`config.mk`:
```
export PLATFORM = sky130hd
export DESIGN_NAME = ddr5_cmd_scheduler
export DESIGN_NICKNAME = d
export VERILOG_FILES = /design/src/rtl/ddr5_cmd_scheduler.sv
export SDC_FILE = /design/constraint.sdc
export NUM_CORES = 1
export LEC_CHECK = 0
export ABC_AREA = 1
export BUFFER_PORTS_ARGS = -buffer_cell sky130_fd_sc_hd__buf_2
export CAP_MARGIN = 10
export CORE_MARGIN = 2
export CORE_UTILIZATION = 35
export CTS_CLUSTER_DIAMETER = 100
export DETAILED_ROUTE_END_ITERATION = 10
export GPL_TIMING_DRIVEN = 0
export PLACE_DENSITY = 0.59
export RECOVER_POWER = 50
export SYNTH_ARGS = -nofsm -noshare
export SYNTH_HDL_FRONTEND = slang
export SYNTH_SLANG_ARGS = --single-unit
```
`constraint.sdc`:
```
create_clock -name clock -period 5.6 [get_ports clock]
set_input_delay 0.84 -clock clock [delete_from_list [all_inputs] [get_ports clock]]
set_output_delay 0.84 -clock clock [all_outputs]
set_load 0.005 [all_outputs]
```
`src/rtl/ddr5_cmd_scheduler.sv`:
```
// In-order closed-page DDR5 command scheduler: a request FIFO feeding an FSM that issues
// ACT0/ACT1/RD|WR(0,1)/PRE per request under fixed timing, with periodic refresh.
module ddr5_cmd_scheduler #(
  parameter int QDEPTH       = 16,
  parameter int T_RCD        = 39,
  parameter int T_RAS        = 76,
  parameter int T_RD2PRE     = 18,
  parameter int T_WR2PRE     = 76,
  parameter int T_RP         = 39,
  parameter int T_RFC        = 708,
  parameter int REF_INTERVAL = 9360
) (
  input  logic        clock,
  input  logic        reset_n,
  input  logic        req_valid,
  output logic        req_ready,
  input  logic [33:0] req_addr,
  input  logic [1:0]  req_op,
  output logic        cmd_valid,
  output logic [2:0]  cmd,
  output logic        cmd_channel,
  output logic [2:0]  cmd_bg,
  output logic [1:0]  cmd_bank,
  output logic [15:0] cmd_addr,
  output logic        cmd_is_col,
  output logic [4:0]  q_count,
  output logic        busy
);

  localparam int AW = $clog2(QDEPTH);
  localparam int RW = $clog2(REF_INTERVAL);

  // Precharge distance measured from COL0: the later of the tRAS and tRTP/write-recovery limits.
  localparam int RAS_AFTER_COL = T_RAS - T_RCD;
  localparam int RD_GAP = (RAS_AFTER_COL > T_RD2PRE) ? RAS_AFTER_COL : T_RD2PRE;
  localparam int WR_GAP = (RAS_AFTER_COL > T_WR2PRE) ? RAS_AFTER_COL : T_WR2PRE;

  localparam logic [15:0] LD_RCD    = 16'(T_RCD - 3);
  localparam logic [15:0] LD_PRE_RD = 16'(RD_GAP - 3);
  localparam logic [15:0] LD_PRE_WR = 16'(WR_GAP - 3);
  localparam logic [15:0] LD_RP     = 16'(T_RP - 2);
  localparam logic [15:0] LD_RFC    = 16'(T_RFC - 2);

  localparam logic [2:0] CMD_ACT0 = 3'd0;
  localparam logic [2:0] CMD_ACT1 = 3'd1;
  localparam logic [2:0] CMD_RD0  = 3'd2;
  localparam logic [2:0] CMD_RD1  = 3'd3;
  localparam logic [2:0] CMD_WR0  = 3'd4;
  localparam logic [2:0] CMD_WR1  = 3'd5;
  localparam logic [2:0] CMD_PRE  = 3'd6;
  localparam logic [2:0] CMD_REF  = 3'd7;

  typedef enum logic [3:0] {
    S_IDLE,
    S_ACT0,
    S_ACT1,
    S_WAIT_RCD,
    S_COL0,
    S_COL1,
    S_WAIT_PRE,
    S_PRE,
    S_WAIT_RP,
    S_REF,
    S_WAIT_RFC
  } state_t;

  state_t state;
  logic [15:0] timer;

  logic [31:0]   fifo_mem [QDEPTH];
  logic [AW-1:0] wr_ptr;
  logic [AW-1:0] rd_ptr;
  logic [AW:0]   count;
  logic          push;
  logic          pop;

  logic [RW-1:0] ref_cnt;
  logic          ref_wrap;
  logic          ref_pending;

  logic [15:0] cur_row;
  logic [7:0]  cur_col;
  logic [2:0]  cur_bg;
  logic [1:0]  cur_bank;
  logic        cur_ch;
  logic        cur_wr;

  logic [31:0] head;
  logic [1:0]  head_op;
  logic [15:0] head_row;
  logic [7:0]  head_col;
  logic [1:0]  head_bank;
  logic [2:0]  head_bg;
  logic        head_ch;

  // Only col_low[5:4] reaches the column address; the burst-offset bits are dropped.
  logic unused_col_low;
  assign unused_col_low = ^req_addr[3:0];

  assign req_ready = (count < (AW+1)'(QDEPTH));
  assign q_count   = 5'(count);
  assign push      = req_valid && req_ready;
  assign pop       = (state == S_IDLE) && !ref_pending && (count != '0);

  assign head      = fifo_mem[rd_ptr];
  assign head_op   = head[31:30];
  assign head_row  = head[29:14];
  assign head_col  = head[13:6];
  assign head_bank = head[5:4];
  assign head_bg   = head[3:1];
  assign head_ch   = head[0];

  // FIFO entries hold the request already split into its DRAM coordinates.
  always_ff @(posedge clock) begin
    if (push) begin
      fifo_mem[wr_ptr] <= {req_op, req_addr[33:18], req_addr[17:12], req_addr[5:4],
                           req_addr[11:10], req_addr[9:7], req_addr[6]};
    end
  end

  always_ff @(posedge clock or negedge reset_n) begin
    if (!reset_n) begin
      wr_ptr <= '0;
      rd_ptr <= '0;
      count  <= '0;
    end else begin
      if (push) wr_ptr <= wr_ptr + 1'b1;
      if (pop)  rd_ptr <= rd_ptr + 1'b1;
      case ({push, pop})
        2'b10:   count <= count + 1'b1;
        2'b01:   count <= count - 1'b1;
        default: count <= count;
      endcase
    end
  end

  assign ref_wrap = (ref_cnt == RW'(REF_INTERVAL - 1));

  // A refresh request is a single sticky flag, so back-to-back wraps never queue two REFs.
  always_ff @(posedge clock or negedge reset_n) begin
    if (!reset_n) begin
      ref_cnt     <= '0;
      ref_pending <= 1'b0;
    end else begin
      if (ref_wrap) ref_cnt <= '0;
      else          ref_cnt <= ref_cnt + 1'b1;
      if (ref_wrap)              ref_pending <= 1'b1;
      else if (state == S_REF)   ref_pending <= 1'b0;
    end
  end

  // Command outputs are registered alongside the state they belong to.
  always_ff @(posedge clock or negedge reset_n) begin
    if (!reset_n) begin
      state       <= S_IDLE;
      timer       <= '0;
      cur_row     <= '0;
      cur_col     <= '0;
      cur_bg      <= '0;
      cur_bank    <= '0;
      cur_ch      <= 1'b0;
      cur_wr      <= 1'b0;
      cmd_valid   <= 1'b0;
      cmd         <= CMD_ACT0;
      cmd_channel <= 1'b0;
      cmd_bg      <= '0;
      cmd_bank    <= '0;
      cmd_addr    <= '0;
      cmd_is_col  <= 1'b0;
      busy        <= 1'b0;
    end else begin
      cmd_valid   <= 1'b0;
      cmd         <= CMD_ACT0;
      cmd_channel <= 1'b0;
      cmd_bg      <= '0;
      cmd_bank    <= '0;
      cmd_addr    <= '0;
      cmd_is_col  <= 1'b0;
      busy        <= 1'b1;
      case (state)
        S_IDLE: begin
          if (ref_pending) begin
            state     <= S_REF;
            cmd_valid <= 1'b1;
            cmd       <= CMD_REF;
          end else if (count != '0) begin
            state       <= S_ACT0;
            cur_row     <= head_row;
            cur_col     <= head_col;
            cur_bg      <= head_bg;
            cur_bank    <= head_bank;
            cur_ch      <= head_ch;
            cur_wr      <= (head_op == 2'd1);
            cmd_valid   <= 1'b1;
            cmd         <= CMD_ACT0;
            cmd_channel <= head_ch;
            cmd_bg      <= head_bg;
            cmd_bank    <= head_bank;
            cmd_addr    <= head_row;
          end else begin
            busy <= 1'b0;
          end
        end
        S_ACT0: begin
          state       <= S_ACT1;
          cmd_valid   <= 1'b1;
          cmd         <= CMD_ACT1;
          cmd_channel <= cur_ch;
          cmd_bg      <= cur_bg;
          cmd_bank    <= cur_bank;
          cmd_addr    <= cur_row;
        end
        S_ACT1: begin
          state <= S_WAIT_RCD;
          timer <= LD_RCD;
        end
        S_WAIT_RCD: begin
          if (timer == '0) begin
            state       <= S_COL0;
            cmd_valid   <= 1'b1;
            cmd         <= cur_wr ? CMD_WR0 : CMD_RD0;
            cmd_channel <= cur_ch;
            cmd_bg      <= cur_bg;
            cmd_bank    <= cur_bank;
            cmd_addr    <= {8'h00, cur_col};
            cmd_is_col  <= 1'b1;
          end else begin
            timer <= timer - 1'b1;
          end
        end
        S_COL0: begin
          state       <= S_COL1;
          cmd_valid   <= 1'b1;
          cmd         <= cur_wr ? CMD_WR1 : CMD_RD1;
          cmd_channel <= cur_ch;
          cmd_bg      <= cur_bg;
          cmd_bank    <= cur_bank;
          cmd_addr    <= {8'h00, cur_col};
          cmd_is_col  <= 1'b1;
        end
        S_COL1: begin
          state <= S_WAIT_PRE;
          timer <= cur_wr ? LD_PRE_WR : LD_PRE_RD;
        end
        S_WAIT_PRE: begin
          if (timer == '0) begin
            state       <= S_PRE;
            cmd_valid   <= 1'b1;
            cmd         <= CMD_PRE;
            cmd_channel <= cur_ch;
            cmd_bg      <= cur_bg;
            cmd_bank    <= cur_bank;
          end else begin
            timer <= timer - 1'b1;
          end
        end
        S_PRE: begin
          state <= S_WAIT_RP;
          timer <= LD_RP;
        end
        S_WAIT_RP: begin
          if (timer == '0) begin
            state <= S_IDLE;
            busy  <= 1'b0;
          end else begin
            timer <= timer - 1'b1;
          end
        end
        S_REF: begin
          state <= S_WAIT_RFC;
          timer <= LD_RFC;
        end
        S_WAIT_RFC: begin
          if (timer == '0) begin
            state <= S_IDLE;
            busy  <= 1'b0;
          end else begin
            timer <= timer - 1'b1;
          end
        end
        default: begin
          state <= S_IDLE;
          busy  <= 1'b0;
        end
      endcase
    end
  end

endmodule

```
==> results.txt, run 1 <==
Leading cell type in the layout, fill and taps excluded = nand2_1
Register area = 18100 sq um
Hold_ws = 477 ps
CP Max Fanout = 56
Worst Path Buf+Inv = 1
Max IR drop VDD = 0.198 mV
Drt total wl = 75600 microns
Gr ovfl total = 0
Power per Cell Area = 438 nW/um^2
Largest net degree at the start of global routing = 57
# clock sinks = 619
Post-Synthesis Cells = 2332
Pre-antenna DRT Iters = 8
CP max stage delay = 2170 ps
Worst setup EP type = asynchronous set/reset pin
Initial antenna violation count = 1
H-tree Lvls = 3
Synth Register Bits = 619
Share of the yosys chip area belonging to registers = 0.702
Clock latency on the worst-skew pair = 610 ps
Startpoint type of the worst setup path = primary input
Core Area = 72800 sq um
Leak = 0.0114 uW
Post-CTS setup buffers = 0
Mean Syn Cell Area = 11.0 sq um
Max transition margin = -1.08
Most frequent cells in the layout = nand2_1 (529), edfxtp_1 (512), nor2_1 (360), nand3_1 (261), o21ai_0 (140)
CTS max path bufs = 3
Part of the power in registers = 0.432
GR met2 Demand/Resource = 0.324
Hold Fails Final Rpt = 0
Crit-path leading delay family = buffers and inverters
Share of cells above drive strength 1 = 0.0972
Actual slew at the worst max-slew pin = 3120 ps
Post-DP HPWL = 50700 microns
Crit path cell chain = clkbuf_1
Cell Rows = 99
Gr busiest metal = met2
Routed vias/inst = 5.13
Finished Layout Cells = 3491
First-pass GRT wire length = 112000 microns
Status = complete, but fails checks
WS Path Type = primary input to asynchronous set/reset pin
Vias in the first global route = 17300
Routability Congestion = 0.872
Number of max-cap violations = 1
# nets final = 2536
Failing checks = max-capacitance violations, max-slew violations
Class of the worst hold path = flop to flop
R2R Setup Slk = 2630 ps
Detailed-route via count = 17900
# IOs = 73
Power share of the combinational group = 0.242
Clock slew at reported path FFs = 60 ps
Syn nets = 2383
Fin area = 29700 sq um
Sw power = 4240 uW
CP max-delay cell = clkbuf_1
Fill count = 6875
Area leader, netlist = edfxtp_1
Distinct cell type count after synthesis = 35
Ys Warns = 0
Setup TNS Final = 0 ps
Gr usage total = 0.201
Cts bufs inserted = 66
Period utilization = 0.545
DRC Markers = 0
CP arrival = 3050 ps
Slew Limit Fails = 56
Internal power = 8790 uW
Cell Area, Placed = 27700 sq um
Hold_buf cts = 0
CTS root buffer = clkbuf_16
Max Fclk = 0.328 GHz
Met3 Usage GRT = 0.0378
Die ar. = 75700 sq um
Min Clock Period, post-route = 3050 ps
Chip width = 275 microns
Starting Density = 0.353
Area contributors post-synth = edfxtp_1 (60%), dfrtp_1 (10%), nand2_1 (7.7%), nor2_1 (5.5%), nand3_1 (5.1%)
Final Setup Violations = 0
Port buffer count = 68
Multi-input logic area = 6730 sq um
Detail Route Antenna Nets = 0
TritonCTS clock tree = yes
Required time of the critical path = 5600 ps
Clock Skews = 30.6 ps
GRT met1 Usage = 0.266
CTS resizes = 0
Sw frac = 0.325
DRT iter0 DRCs = 1875
DIE HEIGHT = 275 microns
Top cell type's share of synthesized area = 0.598
WL/cell = 21.7 microns
Clock power frac = 0.326
P&R area growth vs syn = 15.6%
Synth Cell Area = 25700 sq um
RSZ-0062 raised after global routing = false
Post-Place Cells = 3376
cell usage after synthesis (all sizes together):
cell type,n
nand2,536
edfxtp,512
nor2,377
nand3,261
o21ai,151
inv,127
dfrtp,107
buf,82
o211ai,47
clkbuf,33
a21oi,28
xor2,20
ha,12
nor3,9
nand3b,7
nand4,4
or2,4
o21bai,3
o22ai,3
and2,2
clkinv,2
xnor2,2
a211o,1
a21boi,1
o2111ai,1
power groups by stage:
stage	logic [uW]	clock network (uW)	registers (uW)
final	3150	4240	5630
after global routing	3440	4480	5670
after CTS	3140	4310	5630
after detailed placement	3120	0	5720
after global placement	2940	0	5750
after floorplan	1810	0	5700
through the flow:
stage,utilization,worst slack (ps),total power [uW]
6_report,0.408,2550,13000
3_3_place_gp,0.374,450,8690
2_1_floorplan,-,2580,7510
4_1_cts,0.409,2620,13100
3_5_place_dp,0.381,2650,8850
5_1_grt,0.408,1900,13600
path summary, 6_finish.rpt:
path,to,startpoint,depth (start not counted)
max,timer[6]$_DFFE_PN0P_,reset_n,1
min,cur_bank[1]$_DFFE_PN0P_,cur_bank[1]$_DFFE_PN0P_,2
max reg2reg,q_count[4]$_DFFE_PN0P_,state[0]$_DFFE_PN0P_,16
min reg2reg,cur_bank[1]$_DFFE_PN0P_,cur_bank[1]$_DFFE_PN0P_,2
max in group clock,q_count[4]$_DFFE_PN0P_,state[0]$_DFFE_PN0P_,16
min in group asynchronous,cur_row[11]$_DFFE_PN0P_,reset_n,1
cells by family after synthesis:
kind of cell / synth area share
compound gates: 0.0521
flops: 0.702
simple gates: 0.192
fa+ha+maj: 0.00584
xor+xnor: 0.00749
buf+inv: 0.0412
flip-flops by register name, summed over array words and instances (netlist names):
signal,flops
fifo_mem,512
cmd_addr,16
cur_row,16
timer,16
ref_cnt,14
cur_col,8
q_count,5
rd_ptr,4
state,4
wr_ptr,4
cmd,3
cmd_bg,3
cur_bg,3
cmd_bank,2
cur_bank,2
busy,1
cmd_channel,1
cmd_is_col,1
cmd_valid,1
cur_ch,1
cur_wr,1
ref_pending,1
per-layer routing:
layer	vias up	wire length, microns
met2	702	35200
met1	8813	31500
met4	0	2990
li1	8264	-
met3	147	5920
met5	-	0
layout make-up:
type | count | share of cell area
antenna | 1 | 0.0000841
buffer | 115 | 0.0193
clock buffer | 81 | 0.0592
clock inverter | 33 | 0.00993
inverter | 129 | 0.0163
multi-input combinational | 1469 | 0.226
sequential | 619 | 0.607
tap | 959 | 0.0403
timing repair buffer | 85 | 0.0217
worst min-delay path, cell delays in order (launching register included):
cell and delay (ps):
dfrtp_1 340, nand2_1 50, nand2_1 50
Power figures use the tool's default switching activity.
==> run 2: changes to the inputs <==
clock period = 2.91 ns   (was 5.6 ns; I/O delays follow)
==> run 2 against run 1 <==
  * Power rose by 93%
  * Final area hardly changed
  * Register-to-register slack lost 2400 ps
  * Combinational power up 93%
  * Global-route usage about the same
  * First-iteration DRC count decreased by 4.9%
  * Non-clock buffer count grew 3
  * Clock-buffer cell count stayed put
  * Die area unchanged
  * The run now ends clean
  * Worst hold slack worse by 240 ps
  * Clock skew grew 0.62 ps
==> results.txt, run 2 (synthesized netlist as in run 1, its figures left out) <==
CP arrival = 3240 ps
Largest reg by FF count = fifo_mem
Starting Density = 0.353
Post-Place Cells = 3376
Largest net degree at the start of global routing = 57
Clock slew at reported path FFs = 60 ps
Max IR drop VDD = 0.378 mV
Chip width = 275 microns
Period utilization = 0.935
# nets final = 2539
Worst setup EP type = flop
Routed vias/inst = 5.15
P&R area growth vs syn = 15.7%
Gr ovfl total = 0
Fill count = 6868
Startpoint type of the worst setup path = flop
# IOs = 73
Power per Cell Area = 843 nW/um^2
DRT iter0 DRCs = 1783
Cts bufs inserted = 66
Worst Path Buf+Inv = 3
First-pass GRT wire length = 112000 microns
Sw power = 8170 uW
CP Max Fanout = 11
Port buffer count = 68
Class of the worst hold path = primary input to flop
CP max stage delay = 460 ps
H-tree Lvls = 3
Part of the power in registers = 0.432
Cell Rows = 99
Detailed-route via count = 18000
Crit-path most repeated cell = nand2_1
Leak = 0.0114 uW
RSZ-0062 raised after global routing = false
Detail Route Antenna Nets = 0
Clock power frac = 0.326
Crit path cell chain = nor2_2, nand2_1, nor2_1, nand2_2, inv_4, buf_4, ha_2, xor2_1, ha_1, inv_1, nand2_1, nand3_1, nand2_1, xor2_1, nand2_1, nand2_1
Gr usage total = 0.201
Vias in the first global route = 17300
WL/cell = 21.7 microns
WS Path Type = flop to flop
CTS max path bufs = 3
Leading cell type in the layout, fill and taps excluded = nand2_1
Number of max-cap violations = 0
Max transition margin = 0.0732
Actual slew at the worst max-slew pin = 1390 ps
CP max-delay cell = dfrtp_1
Finished Layout Cells = 3493
# clock sinks = 619
Sw frac = 0.326
Pre-antenna DRT Iters = 5
Min Clock Period, post-route = 2720 ps
Max Used Layer = met5
Wl on met1 = 31000 microns
Share of cells above drive strength 1 = 0.0979
Max Fclk = 0.368 GHz
Status = complete, no violations
TritonCTS clock tree = yes
DIE HEIGHT = 275 microns
Slew Limit Fails = 0
Crit-path leading delay family = simple AND/OR/NAND/NOR gates
Internal power = 16900 uW
Clock latency on the worst-skew pair = 610 ps
Most frequent cells in the layout = nand2_1 (529), edfxtp_1 (512), nor2_1 (358), nand3_1 (261), o21ai_0 (140)
Clock Skews = 31.2 ps
Number of diodes = 0
Max FFs per register = 512
Power share of the combinational group = 0.242
Drt total wl = 75600 microns
Initial antenna violation count = 1
Hold Fails Final Rpt = 0
DRC Markers = 0
CTS root buffer = clkbuf_16
WL met3 = 6470 microns
Die ar. = 75700 sq um
Core Area = 72800 sq um
Final Setup Violations = 0
Post-DP HPWL = 50700 microns
Routability Congestion = 0.872
WL met2 = 35300 microns
Required time of the critical path = 3430 ps
Final Util = 0.408
## run 2: worst reg2reg max path: stages, from the launching register on
cell     delay (ps)
dfrtp_1         460
nor2_2          190
nand2_1          90
nor2_1          160
nand2_2         150
inv_4           160
buf_4           220
ha_2            270
xor2_1          210
ha_1            170
inv_1            30
nand2_1          90
nand3_1          90
nand2_1         100
xor2_1          150
nand2_1          60
nand2_1          60
## run 2: path summary, 6_finish.rpt
path / startpoint / endpoint / slack [ps] / depth (start not counted)
max in group asynchronous: reset_n / cmd_bg[2]$_DFF_PN0_ / 650 / 3
worst max register to register: state[3]$_DFFE_PN0P_ / q_count[4]$_DFFE_PN0P_ / 190 / 16
worst min-delay path: req_valid / wr_ptr[0]$_DFFE_PN0P_ / 240 / 3
worst min register to register: cur_bank[1]$_DFFE_PN0P_ / cur_bank[1]$_DFFE_PN0P_ / 480 / 2
min in group asynchronous: reset_n / cur_row[11]$_DFFE_PN0P_ / 690 / 2
worst max-delay path: state[3]$_DFFE_PN0P_ / q_count[4]$_DFFE_PN0P_ / 190 / 16
## run 2: power by group through the flow
| stage | logic, uW | clock network [uW] | registers, uW |
|---|---|---|---|
| final | 6080 | 8170 | 10800 |
| after global routing | 6630 | 8620 | 10900 |
| after CTS | 6040 | 8290 | 10800 |
| after detailed placement | 6010 | 0 | 11000 |
| after global placement | 5660 | 0 | 11100 |
| after floorplan | 3490 | 0 | 11000 |
## run 2: final cells by class
cell class              instances  area, sq um  area share
flip-flops and latches        619        18100       0.607
repair buffers                 88          648      0.0218
inverters                     129          487      0.0164
plain buffers                 115          574      0.0193
well taps                     959         1200      0.0403
multi-input cells            1469         6740       0.226
clock buffers                  81         1760      0.0592
clock inverters                33          295     0.00992
## run 2: metrics by stage
step | hold slack, ps | setup WS, ps | power [uW] | TNS, ps | area (sq um)
final | 237 | 190 | 25100 | 0 | 29800
after detailed placement | 454 | -42.3 | 17000 | -42.3 | 27700
after global placement | 447 | -1900 | 16700 | -837820 | 27300
after CTS | 184 | 38.3 | 25200 | 0 | 29800
after floorplan | 141 | 189 | 14500 | 0 | 25700
after global routing | 262 | 8.44 | 26200 | 0 | 29800
## run 2: repair_timing
item / 4_1_cts / 5_1_grt
resized for setup: 2 / 2
setup buffers: 0 / 2
endpoints found under the hold margin: 55 / 0
pin swaps: 0 / 1
setup endpoints to repair: 1 / 1
hold buffers: 1 / 0
## run 2: layer usage
metal / GRT usage / vias to the layer above
met3: 0.0368 / 161
met1: 0.266 / 8790
met5: 0 / -
met4: 0.0845 / 2
li1: - / 8272
met2: 0.325 / 779
